## src/rtl/axil_periph_router.sv

```systemverilog
// ---------------------------------------------------------------------------
// axil_periph_router
//
// Routes one AXI-Lite slave port to NUM_SLOTS peripheral AXI-Lite ports.
// The target is chosen by address region: slot = addr[SLOT_LSB +: 3].
// Address bits above SLOT_LSB+2 are ignored, so the decode aliases.
// A slot index >= NUM_SLOTS gets a DECERR response and no peripheral is
// touched. One write and one read may be outstanding at the same time. The
// write and read FSMs are independent, even when both target the same slot.
//
// Optional feature: define AXIL_ROUTER_TIMEOUT_EN to add a per-FSM 16-bit
// watchdog. If a peripheral has not responded 1024 cycles after forwarding
// starts, the access is abandoned with SLVERR (read data 32'hDEAD_BEEF) and
// the sticky timeout_flag output is set. timeout_flag is cleared only by rst.
//
// Ports
//   clk, rst          single clock; synchronous active-high reset
//   s_axi_*           AXI-Lite slave (AW/W/B/AR/R channels)
//   m_awaddr/m_wdata/m_wstrb/m_araddr
//                     registered request fields, broadcast to all slots
//   m_*valid/m_*ready one bit per slot; only the selected slot's bit is used
//   m_bresp/m_rresp   2 bits per slot; m_rdata is 32 bits per slot
//   timeout_flag      sticky watchdog flag (AXIL_ROUTER_TIMEOUT_EN only)
// ---------------------------------------------------------------------------
module axil_periph_router #(
    parameter int NUM_SLOTS = 4,
    parameter int ADDR_W    = 32,
    parameter int LOCAL_AW  = 6,
    parameter int SLOT_LSB  = 8
) (
    input  logic                   clk,
    input  logic                   rst,
    input  logic [ADDR_W-1:0]      s_axi_awaddr,
    input  logic                   s_axi_awvalid,
    output logic                   s_axi_awready,
    input  logic [31:0]            s_axi_wdata,
    input  logic [3:0]             s_axi_wstrb,
    input  logic                   s_axi_wvalid,
    output logic                   s_axi_wready,
    output logic [1:0]             s_axi_bresp,
    output logic                   s_axi_bvalid,
    input  logic                   s_axi_bready,
    input  logic [ADDR_W-1:0]      s_axi_araddr,
    input  logic                   s_axi_arvalid,
    output logic                   s_axi_arready,
    output logic [31:0]            s_axi_rdata,
    output logic [1:0]             s_axi_rresp,
    output logic                   s_axi_rvalid,
    input  logic                   s_axi_rready,
    output logic [LOCAL_AW-1:0]    m_awaddr,
    output logic [31:0]            m_wdata,
    output logic [3:0]             m_wstrb,
    output logic [NUM_SLOTS-1:0]   m_awvalid,
    input  logic [NUM_SLOTS-1:0]   m_awready,
    output logic [NUM_SLOTS-1:0]   m_wvalid,
    input  logic [NUM_SLOTS-1:0]   m_wready,
    input  logic [2*NUM_SLOTS-1:0] m_bresp,
    input  logic [NUM_SLOTS-1:0]   m_bvalid,
    output logic [NUM_SLOTS-1:0]   m_bready,
    output logic [LOCAL_AW-1:0]    m_araddr,
    output logic [NUM_SLOTS-1:0]   m_arvalid,
    input  logic [NUM_SLOTS-1:0]   m_arready,
    input  logic [32*NUM_SLOTS-1:0] m_rdata,
    input  logic [2*NUM_SLOTS-1:0] m_rresp,
    input  logic [NUM_SLOTS-1:0]   m_rvalid,
    output logic [NUM_SLOTS-1:0]   m_rready
`ifdef AXIL_ROUTER_TIMEOUT_EN
    ,
    output logic                   timeout_flag
`endif
);

    typedef enum logic [1:0] {
        W_IDLE  = 2'd0,
        W_FWD   = 2'd1,
        W_RESP  = 2'd2,
        W_BRESP = 2'd3
    } w_state_t;

    typedef enum logic [1:0] {
        R_IDLE = 2'd0,
        R_FWD  = 2'd1,
        R_WAIT = 2'd2,
        R_RESP = 2'd3
    } r_state_t;

    localparam logic [3:0]  NUM_SLOTS_L = 4'(NUM_SLOTS);
    localparam logic [1:0]  RESP_SLVERR = 2'b10;
    localparam logic [1:0]  RESP_DECERR = 2'b11;
`ifdef AXIL_ROUTER_TIMEOUT_EN
    localparam logic [15:0] TMO_LAST    = 16'd1023;
`endif

    // One-hot slot select; only called with in-range slot indices.
    function automatic logic [NUM_SLOTS-1:0] slot_onehot(input logic [2:0] slot);
        logic [NUM_SLOTS-1:0] oh;
        oh = '0;
        for (int k = 0; k < NUM_SLOTS; k++) begin
            oh[k] = (slot == 3'(k));
        end
        return oh;
    endfunction

    // ---------------- write path state ----------------
    w_state_t              w_state_r, w_state_nxt;
    logic [NUM_SLOTS-1:0]  w_sel_r, w_sel_nxt;
    logic                  w_idle_r;
    logic [LOCAL_AW-1:0]   m_awaddr_r, m_awaddr_nxt;
    logic [31:0]           m_wdata_r, m_wdata_nxt;
    logic [3:0]            m_wstrb_r, m_wstrb_nxt;
    logic [NUM_SLOTS-1:0]  m_awvalid_r, m_awvalid_nxt;
    logic [NUM_SLOTS-1:0]  m_wvalid_r, m_wvalid_nxt;
    logic [NUM_SLOTS-1:0]  m_bready_r, m_bready_nxt;
    logic                  s_bvalid_r, s_bvalid_nxt;
    logic [1:0]            s_bresp_r, s_bresp_nxt;
    logic                  w_accept_s;
    logic [2:0]            w_slot_s;
    logic                  w_miss_s;
    logic [1:0]            bresp_sel_s;

    // ---------------- read path state ----------------
    r_state_t              r_state_r, r_state_nxt;
    logic [NUM_SLOTS-1:0]  r_sel_r, r_sel_nxt;
    logic                  r_idle_r;
    logic [LOCAL_AW-1:0]   m_araddr_r, m_araddr_nxt;
    logic [NUM_SLOTS-1:0]  m_arvalid_r, m_arvalid_nxt;
    logic [NUM_SLOTS-1:0]  m_rready_r, m_rready_nxt;
    logic                  s_rvalid_r, s_rvalid_nxt;
    logic [1:0]            s_rresp_r, s_rresp_nxt;
    logic [31:0]           s_rdata_r, s_rdata_nxt;
    logic                  r_accept_s;
    logic [2:0]            r_slot_s;
    logic                  r_miss_s;
    logic [1:0]            rresp_sel_s;
    logic [31:0]           rdata_sel_s;

`ifdef AXIL_ROUTER_TIMEOUT_EN
    logic [15:0]           w_tmo_r, w_tmo_nxt;
    logic [15:0]           r_tmo_r, r_tmo_nxt;
    logic                  w_tmo_hit_s;
    logic                  r_tmo_hit_s;
    logic                  timeout_flag_r;
`endif

    // Upper address bits only alias the decode; fold them into a sink.
    logic unused_addr_bits_s;
    assign unused_addr_bits_s = ^{s_axi_awaddr, s_axi_araddr};

    // The w_idle_r/r_idle_r flags keep the ready outputs low while in reset.
    assign w_accept_s = w_idle_r & s_axi_awvalid & s_axi_wvalid;
    assign r_accept_s = r_idle_r & s_axi_arvalid;
    assign w_slot_s   = s_axi_awaddr[SLOT_LSB +: 3];
    assign r_slot_s   = s_axi_araddr[SLOT_LSB +: 3];
    assign w_miss_s   = ({1'b0, w_slot_s} >= NUM_SLOTS_L);
    assign r_miss_s   = ({1'b0, r_slot_s} >= NUM_SLOTS_L);

    // AND-OR mux of the selected slot's response fields.
    always_comb begin
        bresp_sel_s = 2'b00;
        rresp_sel_s = 2'b00;
        rdata_sel_s = 32'h0000_0000;
        for (int k = 0; k < NUM_SLOTS; k++) begin
            bresp_sel_s = bresp_sel_s | (m_bresp[2*k +: 2]  & {2{w_sel_r[k]}});
            rresp_sel_s = rresp_sel_s | (m_rresp[2*k +: 2]  & {2{r_sel_r[k]}});
            rdata_sel_s = rdata_sel_s | (m_rdata[32*k +: 32] & {32{r_sel_r[k]}});
        end
    end

    // Write FSM next-state and next values of every write-side register.
    always_comb begin
        w_state_nxt   = w_state_r;
        w_sel_nxt     = w_sel_r;
        m_awaddr_nxt  = m_awaddr_r;
        m_wdata_nxt   = m_wdata_r;
        m_wstrb_nxt   = m_wstrb_r;
        m_awvalid_nxt = m_awvalid_r;
        m_wvalid_nxt  = m_wvalid_r;
        m_bready_nxt  = m_bready_r;
        s_bvalid_nxt  = s_bvalid_r;
        s_bresp_nxt   = s_bresp_r;
        case (w_state_r)
            W_IDLE: begin
                if (w_accept_s) begin
                    m_awaddr_nxt = s_axi_awaddr[LOCAL_AW-1:0];
                    m_wdata_nxt  = s_axi_wdata;
                    m_wstrb_nxt  = s_axi_wstrb;
                    if (w_miss_s) begin
                        w_sel_nxt    = '0;
                        s_bresp_nxt  = RESP_DECERR;
                        s_bvalid_nxt = 1'b1;
                        w_state_nxt  = W_BRESP;
                    end else begin
                        w_sel_nxt     = slot_onehot(w_slot_s);
                        m_awvalid_nxt = slot_onehot(w_slot_s);
                        m_wvalid_nxt  = slot_onehot(w_slot_s);
                        w_state_nxt   = W_FWD;
                    end
                end else begin
                    w_state_nxt = W_IDLE;
                end
            end
            W_FWD: begin
                // AW and W complete independently, in either order.
                m_awvalid_nxt = m_awvalid_r & ~m_awready;
                m_wvalid_nxt  = m_wvalid_r & ~m_wready;
                if ((m_awvalid_nxt == '0) && (m_wvalid_nxt == '0)) begin
                    m_bready_nxt = w_sel_r;
                    w_state_nxt  = W_RESP;
                end else begin
                    w_state_nxt = W_FWD;
                end
            end
            W_RESP: begin
                if ((m_bvalid & w_sel_r) != '0) begin
                    s_bresp_nxt  = bresp_sel_s;
                    s_bvalid_nxt = 1'b1;
                    m_bready_nxt = '0;
                    w_state_nxt  = W_BRESP;
                end else begin
                    w_state_nxt = W_RESP;
                end
            end
            W_BRESP: begin
                if (s_axi_bready) begin
                    s_bvalid_nxt = 1'b0;
                    w_state_nxt  = W_IDLE;
                end else begin
                    w_state_nxt = W_BRESP;
                end
            end
            default: begin
                w_state_nxt = W_IDLE;
            end
        endcase
`ifdef AXIL_ROUTER_TIMEOUT_EN
        w_tmo_nxt   = 16'd0;
        w_tmo_hit_s = 1'b0;
        if ((w_state_r == W_FWD) || (w_state_r == W_RESP)) begin
            // Abandon the slot unless it answers on this very cycle.
            if ((w_tmo_r == TMO_LAST) && (w_state_nxt != W_BRESP)) begin
                w_tmo_hit_s   = 1'b1;
                m_awvalid_nxt = '0;
                m_wvalid_nxt  = '0;
                m_bready_nxt  = '0;
                s_bresp_nxt   = RESP_SLVERR;
                s_bvalid_nxt  = 1'b1;
                w_state_nxt   = W_BRESP;
            end else begin
                w_tmo_nxt = w_tmo_r + 16'd1;
            end
        end else begin
            w_tmo_nxt = 16'd0;
        end
`endif
    end

    // Read FSM next-state and next values of every read-side register.
    always_comb begin
        r_state_nxt   = r_state_r;
        r_sel_nxt     = r_sel_r;
        m_araddr_nxt  = m_araddr_r;
        m_arvalid_nxt = m_arvalid_r;
        m_rready_nxt  = m_rready_r;
        s_rvalid_nxt  = s_rvalid_r;
        s_rresp_nxt   = s_rresp_r;
        s_rdata_nxt   = s_rdata_r;
        case (r_state_r)
            R_IDLE: begin
                if (r_accept_s) begin
                    m_araddr_nxt = s_axi_araddr[LOCAL_AW-1:0];
                    if (r_miss_s) begin
                        r_sel_nxt    = '0;
                        s_rdata_nxt  = 32'h0000_0000;
                        s_rresp_nxt  = RESP_DECERR;
                        s_rvalid_nxt = 1'b1;
                        r_state_nxt  = R_RESP;
                    end else begin
                        r_sel_nxt     = slot_onehot(r_slot_s);
                        m_arvalid_nxt = slot_onehot(r_slot_s);
                        r_state_nxt   = R_FWD;
                    end
                end else begin
                    r_state_nxt = R_IDLE;
                end
            end
            R_FWD: begin
                m_arvalid_nxt = m_arvalid_r & ~m_arready;
                if (m_arvalid_nxt == '0) begin
                    m_rready_nxt = r_sel_r;
                    r_state_nxt  = R_WAIT;
                end else begin
                    r_state_nxt = R_FWD;
                end
            end
            R_WAIT: begin
                if ((m_rvalid & r_sel_r) != '0) begin
                    s_rdata_nxt  = rdata_sel_s;
                    s_rresp_nxt  = rresp_sel_s;
                    s_rvalid_nxt = 1'b1;
                    m_rready_nxt = '0;
                    r_state_nxt  = R_RESP;
                end else begin
                    r_state_nxt = R_WAIT;
                end
            end
            R_RESP: begin
                if (s_axi_rready) begin
                    s_rvalid_nxt = 1'b0;
                    r_state_nxt  = R_IDLE;
                end else begin
                    r_state_nxt = R_RESP;
                end
            end
            default: begin
                r_state_nxt = R_IDLE;
            end
        endcase
`ifdef AXIL_ROUTER_TIMEOUT_EN
        r_tmo_nxt   = 16'd0;
        r_tmo_hit_s = 1'b0;
        if ((r_state_r == R_FWD) || (r_state_r == R_WAIT)) begin
            if ((r_tmo_r == TMO_LAST) && (r_state_nxt != R_RESP)) begin
                r_tmo_hit_s   = 1'b1;
                m_arvalid_nxt = '0;
                m_rready_nxt  = '0;
                s_rdata_nxt   = 32'hDEAD_BEEF;
                s_rresp_nxt   = RESP_SLVERR;
                s_rvalid_nxt  = 1'b1;
                r_state_nxt   = R_RESP;
            end else begin
                r_tmo_nxt = r_tmo_r + 16'd1;
            end
        end else begin
            r_tmo_nxt = 16'd0;
        end
`endif
    end

    // Write-side register bank.
    always_ff @(posedge clk) begin
        if (rst) begin
            w_state_r   <= W_IDLE;
            w_sel_r     <= '0;
            w_idle_r    <= 1'b0;
            m_awaddr_r  <= '0;
            m_wdata_r   <= 32'h0000_0000;
            m_wstrb_r   <= 4'h0;
            m_awvalid_r <= '0;
            m_wvalid_r  <= '0;
            m_bready_r  <= '0;
            s_bvalid_r  <= 1'b0;
            s_bresp_r   <= 2'b00;
        end else begin
            w_state_r   <= w_state_nxt;
            w_sel_r     <= w_sel_nxt;
            w_idle_r    <= (w_state_nxt == W_IDLE);
            m_awaddr_r  <= m_awaddr_nxt;
            m_wdata_r   <= m_wdata_nxt;
            m_wstrb_r   <= m_wstrb_nxt;
            m_awvalid_r <= m_awvalid_nxt;
            m_wvalid_r  <= m_wvalid_nxt;
            m_bready_r  <= m_bready_nxt;
            s_bvalid_r  <= s_bvalid_nxt;
            s_bresp_r   <= s_bresp_nxt;
        end
    end

    // Read-side register bank.
    always_ff @(posedge clk) begin
        if (rst) begin
            r_state_r   <= R_IDLE;
            r_sel_r     <= '0;
            r_idle_r    <= 1'b0;
            m_araddr_r  <= '0;
            m_arvalid_r <= '0;
            m_rready_r  <= '0;
            s_rvalid_r  <= 1'b0;
            s_rresp_r   <= 2'b00;
            s_rdata_r   <= 32'h0000_0000;
        end else begin
            r_state_r   <= r_state_nxt;
            r_sel_r     <= r_sel_nxt;
            r_idle_r    <= (r_state_nxt == R_IDLE);
            m_araddr_r  <= m_araddr_nxt;
            m_arvalid_r <= m_arvalid_nxt;
            m_rready_r  <= m_rready_nxt;
            s_rvalid_r  <= s_rvalid_nxt;
            s_rresp_r   <= s_rresp_nxt;
            s_rdata_r   <= s_rdata_nxt;
        end
    end

`ifdef AXIL_ROUTER_TIMEOUT_EN
    // Watchdog counters and the sticky timeout flag.
    always_ff @(posedge clk) begin
        if (rst) begin
            w_tmo_r        <= 16'd0;
            r_tmo_r        <= 16'd0;
            timeout_flag_r <= 1'b0;
        end else begin
            w_tmo_r        <= w_tmo_nxt;
            r_tmo_r        <= r_tmo_nxt;
            timeout_flag_r <= timeout_flag_r | w_tmo_hit_s | r_tmo_hit_s;
        end
    end

    assign timeout_flag = timeout_flag_r;
`endif

    assign s_axi_awready = w_accept_s;
    assign s_axi_wready  = w_accept_s;
    assign s_axi_bvalid  = s_bvalid_r;
    assign s_axi_bresp   = s_bresp_r;
    assign s_axi_arready = r_idle_r;
    assign s_axi_rvalid  = s_rvalid_r;
    assign s_axi_rresp   = s_rresp_r;
    assign s_axi_rdata   = s_rdata_r;
    assign m_awaddr      = m_awaddr_r;
    assign m_wdata       = m_wdata_r;
    assign m_wstrb       = m_wstrb_r;
    assign m_awvalid     = m_awvalid_r;
    assign m_wvalid      = m_wvalid_r;
    assign m_bready      = m_bready_r;
    assign m_araddr      = m_araddr_r;
    assign m_arvalid     = m_arvalid_r;
    assign m_rready      = m_rready_r;

endmodule

```

## config.mk

```make
export PLATFORM = sky130hd
export DESIGN_NAME = axil_periph_router
export DESIGN_NICKNAME = d
export VERILOG_FILES = /design/src/rtl/axil_periph_router.sv
export SDC_FILE = /design/constraint.sdc
export NUM_CORES = 1
export LEC_CHECK = 0
export ABC_AREA = 1
export BUFFER_PORTS_ARGS = -buffer_cell sky130_fd_sc_hd__buf_2
export CAP_MARGIN = 0
export CORE_AREA = 2 2 149 151
export CTS_CLUSTER_DIAMETER = 200
export DETAILED_ROUTE_END_ITERATION = 10
export DIE_AREA = 0 0 151 153
export GPL_TIMING_DRIVEN = 0
export PLACE_DENSITY_LB_ADDON = 0.1
export SLEW_MARGIN = 20
export SYNTH_ARGS = -nofsm -noshare
export SYNTH_HDL_FRONTEND = slang
export SYNTH_SLANG_ARGS = --single-unit
```

## constraint.sdc

```tcl
create_clock -name clk -period 2.3 [get_ports clk]
set_input_delay 0.345 -clock clk [delete_from_list [all_inputs] [get_ports clk]]
set_output_delay 0.345 -clock clk [all_outputs]
set_load 0.005 [all_outputs]
```

==> results of run 1 <==
-- cell usage in the layout (no fill, tap or decap), drive strengths merged --
cell      instances
buf             365
nor3             11
clkinv            7
clkbuf           36
nand3b            2
nor2            140
inv              38
nand2           272
dfxtp           120
bufinv            2
nand3            47
a31oi             4
o21ai            73
nand4            38
clkinvlp          3
a21oi            61
-- critical path, cell delays in order, from the launching register on --
cell	delay, ps
dfxtp_1	300
buf_4	180
clkbuf_1	550
nand2_1	100
nand4_1	150
nand3_1	100
a21oi_2	150
-- layout make-up --
cell class | count | area [sq um]
multi-input combinational | 648 | 2910
sequential | 120 | 2400
buffer | 51 | 285
tap | 280 | 350
clock inverter | 14 | 150
clock buffer | 18 | 439
inverter | 36 | 135
timing repair buffer | 332 | 1660
fill | 2406 | 13100
-- layer usage --
layer	track usage (%)	wire length, um
met1	20.5	8950
met2	33.8	11000
met3	6.18	2170
met4	6.90	548
met5	0	0
-- how the worst min path moves through the flow --
stage | endpoint | cells past startpoint | slack, ps
after floorplan | s_axi_bvalid$_SDFFE_PP0P_ | 2 | 460
after global placement | s_axi_rdata[22]$_SDFFE_PP0P_ | 2 | 450
final | m_wdata[28]$_SDFFE_PP0P_ | 3 | 140
after global routing | m_wdata[28]$_SDFFE_PP0P_ | 3 | 130
after detailed placement | s_axi_rdata[22]$_SDFFE_PP0P_ | 2 | 450
after CTS | m_wdata[4]$_SDFFE_PP0P_ | 3 | 130
-- metrics by stage --
stage | cells | hold WS (ps) | worst slack [ps] | cell area (sq um)
2_1_floorplan | 855 | 455 | 1100 | 5740
3_3_place_gp | 1467 | 446 | 484 | 7750
3_5_place_dp | 1467 | 449 | 500 | 7750
4_1_cts | 1499 | 127 | 613 | 8340
5_1_grt | 1499 | 131 | 543 | 8340
6_report | 1499 | 144 | 702 | 8340
-- report_power, final --
| group | switching, W | internal (W) | total (W) |
|---|---|---|---|
| combinational | 0.00185 | 0.00107 | 0.00292 |
| sequential | 0.000217 | 0.00245 | 0.00267 |
| clock | 0.00105 | 0.00163 | 0.00268 |
-- logic make-up (layout without fill, tap and decap cells) --
kind of cell,Yosys count,in the layout
AO/OA/AOI/OAI,138,138
flip-flops,120,120
buffers and inverters,87,451
AND/OR/NAND/NOR,510,510
-- flip-flops by register name, indices dropped and copies added (netlist names) --
register       flops
m_wdata           32
s_axi_rdata       32
m_araddr           6
m_awaddr           6
m_arvalid          4
m_awvalid          4
m_bready           4
m_rready           4
m_wstrb            4
m_wvalid           4
r_sel_r            4
w_sel_r            4
r_state_r          2
s_axi_bresp        2
s_axi_rresp        2
w_state_r          2
s_axi_arready      1
s_axi_bvalid       1
s_axi_rvalid       1
w_idle_r           1
==> summary.md, run 1 <==
| Metric | Value |
|---|---|
| Worst setup path class | `reg -> reg` |
| R2r worst-path depth | `6` |
| Clock root cell | `clkbuf_16` |
| DRC viols | `0` |
| RSZ-0062 raised after global routing | `false` |
| Worst r2r dst | `s_axi_rdata[28]$_SDFFE_PP0P_` |
| Top post-synthesis cells by count | `nand2_1, nor2_1, dfxtp_1, o21ai_0, a21oi_1` |
| Final period util | `between 60 and 70%` |
| CTS tree | `yes` |
| Clk_lat worst skew | `between 400 and 500 ps` |
| Wire length per cell | `roughly 15 um` |
| Starting density of the core | `about a quarter` |
| Final setup fails | `0` |
| Post-synthesis cell type count | `27` |
| Total Power | `0.00827 W` |
| Die Area | `between 0.02 and 0.025 sq mm` |
| Max Fclk | `approximately 0.63 GHz` |
| Crit path arrival time | `slightly below 2000 ps` |
| CP Launch Point | `r_sel_r[3]$_SDFFE_PP0P_` |
| Setup TNS | `0 ps` |
| XOR/XNOR Fraction of Synth Area | `0%` |
| Worst setup EP type | `register` |
| Worst Tran Pin Value | `685 ps` |
| Seq/Total Area, Yosys | `41.9%` |
| FF-to-FF setup slack | `between 700 and 800 ps` |
| Crit Path Max Fanout | `10` |
| First-pass GRT wire length | `around 34 mm` |
| Routed vias/inst | `around 4.5` |
| Ranking of synthesized cells by area | `dfxtp_1, nand2_1, nor2_1, o21ai_0, a21oi_1` |
| CP Launch Type | `register` |
| Syn Std Cell Area | `between 0.005 and 0.006 sq mm` |
| Leading area contributor after synthesis | `dfxtp_1` |
| Pwr per Cell Area | `between 900 and 1000 mW/mm^2` |
| Yosys warns | `0` |
| HPWL after detailed placement | `17.9 mm` |
| H-Tree Depth | `4` |
| Row cnt | `54` |
| Vias in the first global route | `about 6400` |
| Synth top area share | `between 40% and 50%` |
| Die height | `between 150 and 200 um` |
| Final nets | `~1500` |
| Hold path start | `s_axi_wdata[28]` |
| Area Overhead vs Synth | `45.4%` |
| GRT Residual Overflow | `0` |
| Post-synth EDFFs | `0` |
| Initial antenna violation count | `0` |
| Synth Area in Simple Gates | `between 30% and 40%` |
| CTS max path bufs | `2` |
| Adder-cell share of the synthesized area | `0%` |
| Pre-Repair DR Iteration Count | `4` |
| CTS clock-pin slew for the worst setup and hold paths | `roughly 60 ps` |
| Avg Inst Size Synth | `around 6.7 sq um` |
| Post-DRT Antenna Nets | `0` |
| Syn nets | `roughly 1100` |
| Die width | `~150 um` |
| I/O pin cnt | `380` |
| Final core utilization | `~39%` |
| DRT iter0 DRCs | `326` |
| Hold Crit Class | `in -> reg` |
| Share of layout cells above drive strength 1 | `between 30% and 40%` |
| VDD IR max | `between 500 and 600 uV` |
| Asr flop ratio synth | `0%` |
| Total Routing Usage GR | `approximately a fifth` |
| Placer congestion estimate | `approximately 0.79` |
| Main combinational cell family by area after synthesis | `simple AND/OR/NAND/NOR gates` |
| Max-slew violation count | `0` |
| CP endpoint | `s_axi_rdata[28]$_SDFFE_PP0P_` |
| CTS Sinks | `120` |
| Launch point of the worst reg-to-reg path | `r_sel_r[3]$_SDFFE_PP0P_` |
| Clock Skew | `between 7 and 8 ps` |
| Worst rel slew slack | `between 50% and 60%` |
| FF+latch count, synth | `120` |
| Post-CTS setup buffers | `0` |
| Fin. Hold Viols | `0` |
| Hold_buf cts | `0` |
| Placeable Area | `0.0215 sq mm` |
| Mux share of post-synthesis cell area | `0%` |
| MaxCap Viol Count | `0` |
| Pin count of the biggest net entering global routing | `17` |
| Cts repair resizes | `0` |
| Worst endpoint required time | `roughly 2700 ps` |
| Gate count of the mapped netlist | `about 860` |
| Total Wirelength | `between 20 and 25 mm` |
| Compound-Gate Fraction of Synth Area | `between 10% and 20%` |
| LEAKAGE | `around 4.2 nW` |
| CTS Buf Count | `17` |
| I/O Buffers | `between 300 and 400` |
| Vias | `~6800` |
| Count leader, synth | `nand2_1` |
| Final Critical Period | `1600 ps` |
| Status | `complete, no violations` |
| Primary FF master, synth | `dfxtp_1` |
| ANT cells | `0` |
Power figures use the tool's default switching activity.
==> inputs of run 2 (changes only) <==
--- a/config.mk
+++ b/config.mk
@@ -5,13 +5,13 @@
 export SDC_FILE = /design/constraint.sdc
 export NUM_CORES = 1
 export LEC_CHECK = 0
-export ABC_AREA = 1
+export ABC_AREA = 0
 export BUFFER_PORTS_ARGS = -buffer_cell sky130_fd_sc_hd__buf_2
 export CAP_MARGIN = 0
-export CORE_AREA = 2 2 149 151
+export CORE_AREA = 2 2 146 148
 export CTS_CLUSTER_DIAMETER = 200
 export DETAILED_ROUTE_END_ITERATION = 10
-export DIE_AREA = 0 0 151 153
+export DIE_AREA = 0 0 148 150
 export GPL_TIMING_DRIVEN = 0
 export PLACE_DENSITY_LB_ADDON = 0.1
 export SLEW_MARGIN = 20
==> constraint.sdc (replaced) <==
create_clock -name clk -period 1.5 [get_ports clk]
set_input_delay 0.225 -clock clk [delete_from_list [all_inputs] [get_ports clk]]
set_output_delay 0.225 -clock clk [all_outputs]
set_load 0.005 [all_outputs]
==> run 2 against run 1 <==
Compared with the run above:
- sequential cell count unchanged
- count of clock-buffer cells in the layout unchanged
- hold slack lost 100 ps
- register-to-register slack worse by 660 ps
- final area is 1.9% higher
- non-clock buffer count up 3
- clock skew is essentially flat
- cell count down 18%
- first-iteration DRC count fell by 32%
- sequential power grew 28%
- combinational power shrank 48%
- critical endpoint is now s_axi_rdata[10]$_SDFFE_PP0P_
- largest power group is now the clock network
==> summary.md, run 2 <==
| Metric | Value |
|---|---|
| Vias in the first global route | `5791 (was 6375)` |
| DRC viols | `0 (unchanged)` |
| Clock Skew | `7.60 ps (was 7.50 ps)` |
| Pre-Repair DR Iteration Count | `4 (unchanged)` |
| Max-slew violation count | `0 (unchanged)` |
| Most frequent cells in the layout | `buf_2, dfxtp_1, nand2_1 (was buf_2, nand2_1, nor2_1)` |
| Vias | `5849 (was 6751)` |
| Setup TNS | `0 ps (unchanged)` |
| Worst endpoint required time | `1790 ps (was 2650 ps)` |
| Adder-cell share of the synthesized area | `0% (unchanged)` |
| Hold_buf cts | `0 (unchanged)` |
| Status | `complete, no violations (unchanged)` |
| Gate count of the mapped netlist | `588 (was 855)` |
| MaxCap Viol Count | `0 (unchanged)` |
| Worst setup path class | `reg -> reg (unchanged)` |
| RSZ-0062 raised after global routing | `true (was false)` |
| Seq/Total Area, Yosys | `42.7% (was 41.9%)` |
| VDD IR max | `728 uV (was 535 uV)` |
| Synth Area in Simple Gates | `17.6% (was 37.7%)` |
| XOR/XNOR Fraction of Synth Area | `0% (unchanged)` |
| CTS tree | `yes (unchanged)` |
| Pwr per Cell Area | `1050 mW/mm^2 (was 992 mW/mm^2)` |
| Syn nets | `859 (was 1126)` |
| CTS max path bufs | `2 (unchanged)` |
| Worst setup EP type | `register (unchanged)` |
| Count leader, synth | `dfxtp_1 (was nand2_1)` |
| Layout Cells excl Fill | `1232 (was 1499)` |
| Asr flop ratio synth | `0% (unchanged)` |
| Clk_lat worst skew | `410 ps (about the same)` |
| Mux share of post-synthesis cell area | `1.78% (was 0%)` |
| Primary FF master, synth | `dfxtp_1 (unchanged)` |
| Total Routing Usage GR | `18.7% (was 18.8%)` |
| WL met3 | `1.52 mm (was 2.17 mm)` |
| Compound-Gate Fraction of Synth Area | `31.7% (was 13.0%)` |
| Post-synthesis cell type count | `59 (was 27)` |
| Ranking of synthesized cells by area | `dfxtp_1, o2bb2ai_2, nand2_1, a21oi_1, a22o_1 (was dfxtp_1, nand2_1, nor2_1, o21ai_0, a21oi_1)` |
| First-pass GRT wire length | `32.1 mm (was 33.9 mm)` |
| Fin area | `0.00850 sq mm (was 0.00834 sq mm)` |
| Post-synth EDFFs | `0 (unchanged)` |
| HPWL after detailed placement | `17.1 mm (was 17.9 mm)` |
| Final nets | `1214 (was 1477)` |
| Final setup fails | `0 (unchanged)` |
| Routed wl met2 | `11.0 mm (about the same)` |
| Yosys warns | `0 (unchanged)` |
| CP Launch Type | `register (unchanged)` |
| H-Tree Depth | `4 (unchanged)` |
| Placed Cells incl. Taps | `1195 (was 1467)` |
| Total Wirelength | `21.6 mm (was 22.6 mm)` |
| Worst rel slew slack | `51.8% (was 54.3%)` |
| Fin. Hold Viols | `0 (unchanged)` |
| Die Area | `0.0222 sq mm (was 0.0231 sq mm)` |
| # fillers | `2191 (was 2406)` |
| I/O pin cnt | `380 (unchanged)` |
| CTS clock-pin slew for the worst setup and hold paths | `60 ps (about the same)` |
| CTS Sinks | `120 (unchanged)` |
| Starting density of the core | `27.2% (was 26.7%)` |
| Routed vias/inst | `4.75 (was 4.50)` |
| Crit Path Max Fanout | `10 (unchanged)` |
| LEAKAGE | `3.81 nW (was 4.18 nW)` |
| Share of layout cells above drive strength 1 | `52.0% (was 35.5%)` |
| Synth top area share | `42.7% (was 41.9%)` |
| Commonest non-fill, non-tap cell in the layout | `buf_2 (unchanged)` |
| Wire length per cell | `17.5 um (was 15.1 um)` |
| Row cnt | `53 (was 54)` |
| Placer congestion estimate | `0.753 (was 0.794)` |
| Max Fclk | `0.683 GHz (was 0.626 GHz)` |
| Initial antenna violation count | `1 (was 0)` |
| Avg Inst Size Synth | `9.56 sq um (was 6.71 sq um)` |
| Syn Std Cell Area | `0.00562 sq mm (was 0.00574 sq mm)` |
| Worst Tran Pin Value | `723 ps (was 685 ps)` |
| CTS Buf Count | `17 (unchanged)` |
| I/O Buffers | `332 (unchanged)` |
| Crit path arrival time | `1760 ps (was 1950 ps)` |
| Main combinational cell family by area after synthesis | `compound AO/OA/AOI/OAI gates (was simple AND/OR/NAND/NOR gates)` |
| GRT Residual Overflow | `0 (unchanged)` |
| DRT iter0 DRCs | `221 (was 326)` |
| DP Area | `0.00763 sq mm (was 0.00775 sq mm)` |
| Top post-synthesis cells by count | `dfxtp_1, nand2_1, a21oi_1, a22o_1, a221oi_1 (was nand2_1, nor2_1, dfxtp_1, o21ai_0, a21oi_1)` |
| Pin count of the biggest net entering global routing | `17 (unchanged)` |
| FF+latch count, synth | `120 (unchanged)` |
| Final period util | `97.6% (was 69.5%)` |
| Leading area contributor after synthesis | `dfxtp_1 (unchanged)` |
| M1 wire length | `8.77 mm (was 8.95 mm)` |
| Post-DRT Antenna Nets | `0 (unchanged)` |
| Top sig layer | `met4 (unchanged)` |
| Die width | `148 um (was 151 um)` |
| Placeable Area | `0.0207 sq mm (was 0.0215 sq mm)` |
| Area Overhead vs Synth | `51.1% (was 45.4%)` |
| Die height | `150 um (was 153 um)` |
| Clock root cell | `clkbuf_16 (unchanged)` |
| Final Critical Period | `1460 ps (was 1600 ps)` |
| Hold Crit Class | `in -> reg (unchanged)` |
==> run 2: cell types whose count changed in the layout (fill, tap and decap cells not counted), sizes merged, moves of 9 or more <==
cell | previous run | this run
nand4 | 38 | 1
a221oi | 0 | 32
inv | 38 | 15
mux2i | 0 | 10
a21oi | 61 | 70
nand2 | 272 | 112
o2bb2ai | 0 | 32
a22oi | 0 | 12
a22o | 0 | 36
nor2 | 140 | 17
nor2b | 0 | 9
o21ai | 73 | 7
nand3 | 47 | 16
==> run 2: final cells by class <==
type                            count  area, sq um  share of cell area [%]
Timing Repair Buffer              337         1700                    20.0
Clock buffer                       18          429                    5.05
Inverter                            9         33.8                   0.398
Multi-Input combinational cell    409         3090                    36.4
Antenna cell                        1         2.50                  0.0295
Clock inverter                     14          140                    1.65
Buffer                             49          345                    4.06
Tap cell                          275          344                    4.05
Sequential cell                   120         2410                    28.3
==> run 2: kinds of logic (layout without fill, tap and decap cells) <==
logic type	after synthesis	count (layout)
AO/OA/AOI/OAI	210	210
AND/OR/NAND/NOR	189	189
flip-flops	120	120
buffers and inverters	59	427
multiplexers	10	10
other	0	1
==> run 2: layer usage <==
layer,GRT usage [%],vias up
met3,5.00,16
met1,21.5,2688
li1,-,2917
met4,6.24,0
met2,33.7,228
met5,0,-
==> run 2: final timing paths <==
path | start | endpoint | slack [ps] | cells after the start
max reg2reg | r_sel_r[3]$_SDFFE_PP0P_ | s_axi_rdata[10]$_SDFFE_PP0P_ | 40 | 4
min reg2reg | m_wdata[15]$_SDFFE_PP0P_ | m_wdata[15]$_SDFFE_PP0P_ | 450 | 2
max | r_sel_r[3]$_SDFFE_PP0P_ | s_axi_rdata[10]$_SDFFE_PP0P_ | 40 | 4
min | s_axi_araddr[2] | m_araddr[2]$_SDFFE_PP0P_ | 40 | 3
==> run 2: power breakdown <==
part           switching (W)  internal (W)
Combinational       0.000799      0.000735
Sequential         0.0000915       0.00333
Clock                0.00162       0.00232
Total                0.00251       0.00638
==> run 2: stage by stage <==
stage          setup WS, ps  hold slack [ps]  total power, W  utilization (%)
2_1_floorplan           124              361         0.00428                -
3_3_place_gp           -339              441         0.00494             36.9
3_5_place_dp           -358              446         0.00494             36.9
4_1_cts                3.23             21.1         0.00896             40.2
5_1_grt               -40.4             26.5         0.00933             41.1
6_report               36.7             40.0         0.00889             41.1
==> run 2: critical path, stage by stage (launching register included) <==
cell and delay (ps):
dfxtp_1 330, buf_2 210, clkbuf_2 270, a221oi_1 440, o2bb2ai_2 100
==> run 2: timing repair <==
action                                  CTS  global route
gates resized for setup                  23            41
pin swaps                                 0             3
buffers inserted                          2             3
endpoints found under the setup margin   38            88
